**src/rtl/nibble_serial_alu.sv**
```systemverilog
// Nibble-serial integer ALU: one 4-bit slice per clock, LSB first, with a carry/borrow chain.
// Handshakes on both sides. Results and flags stay latched until the consumer accepts them.
module nibble_serial_alu #(
    parameter int WIDTH = 8
) (
    input  logic             clk,
    input  logic             rst_n,
    input  logic             in_valid,
    output logic             in_ready,
    input  logic [WIDTH-1:0] in_A,
    input  logic [WIDTH-1:0] in_B,
    input  logic [2:0]       alu_op,
    input  logic             in_C,
    output logic             out_valid,
    input  logic             out_ready,
    output logic [WIDTH-1:0] out,
    output logic             out_Z,
    output logic             out_N,
    output logic             out_H,
    output logic             out_C
);
    localparam int NIBBLES = WIDTH / 4;
    localparam int IW      = (NIBBLES > 1) ? $clog2(NIBBLES) : 1;

    localparam logic [1:0] IDLE = 2'd0;
    localparam logic [1:0] RUN  = 2'd1;
    localparam logic [1:0] DONE = 2'd2;

    localparam logic [2:0] OP_ADD = 3'd0;
    localparam logic [2:0] OP_ADC = 3'd1;
    localparam logic [2:0] OP_SUB = 3'd2;
    localparam logic [2:0] OP_SBC = 3'd3;
    localparam logic [2:0] OP_AND = 3'd4;
    localparam logic [2:0] OP_XOR = 3'd5;
    localparam logic [2:0] OP_OR  = 3'd6;
    localparam logic [2:0] OP_CP  = 3'd7;

    logic [1:0]       state;
    logic [WIDTH-1:0] a_q, b_q, res_q;
    logic [2:0]       op_q;
    logic             carry, h_int;
    logic [IW-1:0]    idx;

    logic [WIDTH-1:0] a_sh, b_sh, res_next;
    logic [5:0]       shamt;
    logic [3:0]       a_n, b_n, nib;
    logic [4:0]       sum, diff;
    logic             cout, last, arith;

    assign in_ready  = (state == IDLE);
    assign out_valid = (state == DONE);

    always_comb begin
        shamt = 6'({idx, 2'b00});
        a_sh  = a_q >> shamt;
        b_sh  = b_q >> shamt;
        a_n   = a_sh[3:0];
        b_n   = b_sh[3:0];
        sum   = {1'b0, a_n} + {1'b0, b_n} + {4'b0, carry};
        // Bit 4 of the 5-bit difference is the borrow out of this nibble.
        diff  = {1'b0, a_n} - {1'b0, b_n} - {4'b0, carry};
        nib   = 4'h0;
        cout  = 1'b0;
        case (op_q)
            OP_ADD, OP_ADC:         begin nib = sum[3:0];  cout = sum[4];  end
            OP_SUB, OP_SBC, OP_CP:  begin nib = diff[3:0]; cout = diff[4]; end
            OP_AND:                 nib = a_n & b_n;
            OP_XOR:                 nib = a_n ^ b_n;
            default:                nib = a_n | b_n;
        endcase
        res_next = (res_q & ~(WIDTH'(4'hF) << shamt)) | (WIDTH'(nib) << shamt);
        last     = (idx == IW'(NIBBLES - 1));
        arith    = !op_q[2] || (op_q == OP_CP);
    end

    always_ff @(posedge clk or negedge rst_n) begin
        if (!rst_n) begin
            state <= IDLE;
            a_q   <= '0;
            b_q   <= '0;
            res_q <= '0;
            op_q  <= OP_ADD;
            carry <= 1'b0;
            h_int <= 1'b0;
            idx   <= '0;
            out   <= '0;
            out_Z <= 1'b0;
            out_N <= 1'b0;
            out_H <= 1'b0;
            out_C <= 1'b0;
        end else begin
            case (state)
                IDLE: if (in_valid) begin
                    a_q   <= in_A;
                    b_q   <= in_B;
                    op_q  <= alu_op;
                    carry <= in_C && (alu_op == OP_ADC || alu_op == OP_SBC);
                    res_q <= '0;
                    idx   <= '0;
                    state <= RUN;
                end
                RUN: begin
                    res_q <= res_next;
                    carry <= cout;
                    idx   <= idx + IW'(1);
                    if (idx == '0) h_int <= cout;
                    if (last) begin
                        // cp reports flags of A-B but passes A through unchanged.
                        out   <= (op_q == OP_CP) ? a_q : res_next;
                        out_Z <= (res_next == '0);
                        out_N <= (op_q == OP_SUB || op_q == OP_SBC || op_q == OP_CP);
                        out_H <= arith ? ((idx == '0) ? cout : h_int) : (op_q == OP_AND);
                        out_C <= arith ? cout : 1'b0;
                        state <= DONE;
                    end
                end
                DONE: if (out_ready) state <= IDLE;
                default: state <= IDLE;
            endcase
        end
    end
endmodule

```
**config.mk**
```make
export PLATFORM = sky130hd
export DESIGN_NAME = nibble_serial_alu
export DESIGN_NICKNAME = d
export VERILOG_FILES = /design/src/rtl/nibble_serial_alu.sv
export SDC_FILE = /design/constraint.sdc
export NUM_CORES = 1
export LEC_CHECK = 0
export CORE_ASPECT_RATIO = 0.5
export CORE_MARGIN = 1.5
export CORE_UTILIZATION = 35
export CTS_CLUSTER_SIZE = 14
export DETAILED_ROUTE_END_ITERATION = 7
export GPL_TIMING_DRIVEN = 0
export PLACE_DENSITY = 0.63
export SLEW_MARGIN = 25
export SYNTH_ARGS = -nofsm -noshare
export SYNTH_HDL_FRONTEND = slang
export SYNTH_SLANG_ARGS = --single-unit
export TNS_END_PERCENT = 1
```
**constraint.sdc**
```tcl
create_clock -name clk -period 2.8 [get_ports clk]
set_clock_uncertainty 0.1 [all_clocks]
set_input_delay 0.84 -clock clk [delete_from_list [all_inputs] [get_ports clk]]
set_output_delay 0.84 -clock clk [all_outputs]
set_load 0.01 [all_outputs]
```
==> results_tabular.tex <==
\begin{tabular}{lr}
\hline
Metric & Value \\
\hline
\multicolumn{2}{l}{\textbf{Final layout}} \\
Share of final-layout standard cells stronger than drive strength 1 & 19.3\% \\
Final core utilization & 49.6\% \\
FF/Latch Area & 0.00103 mm\^{}2 \\
Number of nets at the end of the flow & 319 \\
Fill count & 577 \\
Total inserted antenna cells & 0 \\
Final cell count without fillers & 368 \\
Area of the multi-input gates & 0.00131 mm\^{}2 \\
Signed area change from the synthesized netlist to the final layout & 31.8\% \\
\multicolumn{2}{l}{\textbf{Critical path}} \\
Arrival @ worst endpoint & 2.78 ns \\
Data required time of the worst path & 2.87 ns \\
Slowest stage cell, crit path & fa\_1 \\
Crit-path cells & buf\_12 -> mux2i\_4 -> inv\_2 -> fa\_2 -> inv\_1 -> fa\_1 -> a22oi\_2 -> o2bb2ai\_4 -> nor4\_1 -> a31o\_1 \\
Buffer and inverter count on the worst path & 3 \\
Endpoint class of the critical path & flop \\
Top Family by Delay on Critical Path & adder cells \\
Largest incremental delay on the critical path & 0.45 ns \\
Worst Path Class, Setup & reg2reg \\
Largest fanout on the critical path & 10 \\
Worst setup SP type & flop \\
\multicolumn{2}{l}{\textbf{Clock tree}} \\
TritonCTS Buffers & 5 \\
Clock-pin slew reported for the worst setup and hold paths after clock tree synthesis & 0.06 ns \\
H-Tree Depth & 2 \\
Num Clock Sinks & 41 \\
Latest clock arrival within the worst-skew pair & 0.28 ns \\
CTS Buffer Depth & 2 \\
TritonCTS clock tree & done \\
Clock tree root driver cell & clkbuf\_16 \\
\multicolumn{2}{l}{\textbf{Die}} \\
Number of top-level pins & 38 \\
Row count & 20 \\
Core region area & 0.00628 mm\^{}2 \\
Die width & 119 um \\
Die Footprint & 0.00728 mm\^{}2 \\
Die Span Y & 61.1 um \\
Starting utilization of the core area & 37.6\% \\
\multicolumn{2}{l}{\textbf{Synth}} \\
Count of flip-flops with a built-in enable after synthesis & 0 \\
Top post-synthesis cells by area & dfrtp\_1, mux2\_2, ha\_1 \\
Count leader, synth & dfrtp\_1 \\
Post-synthesis cell type with the largest combined area & dfrtp\_1 \\
Yosys warns & 0 \\
Sequential share of the synthesized area & 43.4\% \\
Synthesized Nets & 273 \\
Post-synthesis cell type count & 43 \\
Flops \& latches, synth & 41 \\
Cell count after synthesis & 233 \\
Cell area after synthesis & 0.00236 mm\^{}2 \\
Fraction of registers with async set/reset & 100\% \\
Ys flop type & dfrtp\_1 \\
Average cell area after synthesis & 10.1 um\^{}2 \\
Most frequent cells after synthesis & dfrtp\_1, nand2\_1, mux2\_2 \\
Fraction of synthesized cell area taken by the top area cell type & 43.4\% \\
\multicolumn{2}{l}{\textbf{Global routing}} \\
Largest net degree at the start of global routing & 26 \\
Global router's overall resource usage & 17.0\% \\
Number of global-route vias before repair & 1905 \\
Number of antenna violations at the first check in global routing & 0 \\
First-pass GRT wire length & 9.36 mm \\
Remaining global-route overflow & 0 \\
\multicolumn{2}{l}{\textbf{STA}} \\
Tightest hold margin & 0.378 ns \\
Maximum achievable frequency & 0.369 GHz \\
Final hold viol count & 0 \\
RSZ-0062 raised after global routing & false \\
Worst max-slew margin expressed relative to the limit & 63.4\% \\
Fin crit share & 96.8\% \\
Final period demand of the worst path & 2.71 ns \\
Setup-violating endpoint count in the final report & 0 \\
Slew Limit Fails & 0 \\
Setup TNS & 0 ns \\
Transition time of the tightest slew-check pin & 0.544 ns \\
\multicolumn{2}{l}{\textbf{Drt}} \\
Detailed-route wire length & 5.65 mm \\
First-pass iteration count of the detailed router & 4 \\
Post-route DRC & 0 \\
Routed wire per std cell & 15.4 um \\
Number of nets with antenna violations after detailed routing & 0 \\
DRC marker count from the first detailed-route iteration & 105 \\
Vias after detailed routing & 1856 \\
Average via count per standard cell & 5.04 \\
\multicolumn{2}{l}{\textbf{Place}} \\
Number of placed instances with taps included & 359 \\
Final estimated routing congestion in global placement & 0.942 \\
Post-DP HPWL & 4.31 mm \\
Count of input and output buffers & 37 \\
\multicolumn{2}{l}{\textbf{Min path}} \\
Path type of the worst min-delay path & in2async \\
\multicolumn{2}{l}{\textbf{Status}} \\
Run status & complete, no violations \\
\multicolumn{2}{l}{\textbf{Run}} \\
Max\_cap viols & 0 \\
\hline
\end{tabular}
-- through the flow --
step	setup slack (ns)	instance area, um^2
after global placement	-0.403	2850
after global routing	0.000127	3110
after CTS	0.0239	3080
after detailed placement	-0.443	2860
after floorplan	0.0233	2360
final	0.0904	3110
-- kinds of logic (layout without fill, tap and decap cells) --
kind of cell	after synthesis	in the layout	share of synthesized area [%]
DFF	41	41	43.4
and+or+nand+nor	69	69	14.1
xor gates and xnor gates	3	3	1.11
muxes	30	30	14.0
adders and majority gates	16	16	9.74
AOI/OAI and AO/OA	46	46	13.0
buffers and inverters	28	75	4.66
-- final cells by class --
type / instances / share of cell area, %
Multi-Input combinational cell: 164 / 41.9
Inverter: 16 / 1.93
Clock buffer: 6 / 4.46
Timing Repair Buffer: 39 / 12.6
Tap cell: 88 / 3.54
Clock inverter: 2 / 0.442
Buffer: 12 / 2.13
Sequential cell: 41 / 33.0
-- per-layer routing --
metal  vias to the layer above  global-route usage, %  part of all wire (%)
li1                        889                      -                     -
met1                       910                   23.0                    47
met2                        53                   28.2                    45
met3                         4                   3.98                   6.9
met4                         0                   4.30                  0.65
met5                         -                      0                     0
-- cells in the final DEF, fill, tap and decap left out, types with 2 or more instances in the layout --
cell type	instances
a21oi_1	4
a31oi_1	4
and3_1	2
buf_12	2
buf_2	5
clkbuf_1	7
clkbuf_16	5
clkdlybuf4s50_1	36
dfrtp_1	40
fa_1	2
fa_2	2
ha_1	12
inv_1	14
inv_2	2
mux2_2	20
mux2i_1	5
mux2i_2	2
mux2i_4	2
nand2_1	30
nand2b_1	5
nand3_1	3
nand3b_1	2
nand4b_1	2
nor2_1	13
nor2b_1	4
nor3b_1	2
o21a_1	2
o21ai_0	17
o31ai_1	3
xnor2_1	3
-- registers in the layout (all words and copies together), names as in the netlist --
| register | cells |
|---|---|
| a_q | 8 |
| b_q | 8 |
| out | 8 |
| res_q | 5 |
| op_q | 3 |
| state | 2 |
| carry | 1 |
| h_int | 1 |
| idx | 1 |
| out_C | 1 |
| out_H | 1 |
| out_N | 1 |
| out_Z | 1 |
-- path summary, 6_finish.rpt --
| check | start | endpoint | slack [ns] | depth (start not counted) |
|---|---|---|---|---|
| worst max register to register | idx$_DFFE_PN0P_ | out_Z$_DFFE_PN0P_ | 0.09 | 10 |
| worst max-delay path | idx$_DFFE_PN0P_ | out_Z$_DFFE_PN0P_ | 0.09 | 10 |
| max in group asynchronous | rst_n | idx$_DFFE_PN0P_ | 1.72 | 2 |
| worst min register to register | out_H$_DFFE_PN0P_ | out_H$_DFFE_PN0P_ | 0.38 | 2 |
| worst min-delay path | rst_n | b_q[2]$_DFFE_PN0P_ | 0.38 | 1 |
| min in group clk | out_H$_DFFE_PN0P_ | out_H$_DFFE_PN0P_ | 0.38 | 2 |
-- timing repair --
| action | CTS | global route |
|---|---|---|
| endpoints found under the setup margin | 12 | 26 |
| buffers inserted | 1 | 0 |
| gates resized for setup | 12 | 10 |
| hold buffers | 0 | 0 |
| pin swaps | 0 | 1 |
Power is not shown: default switching activity piles up to over one toggle a cycle in this logic, so the estimate is an artifact.
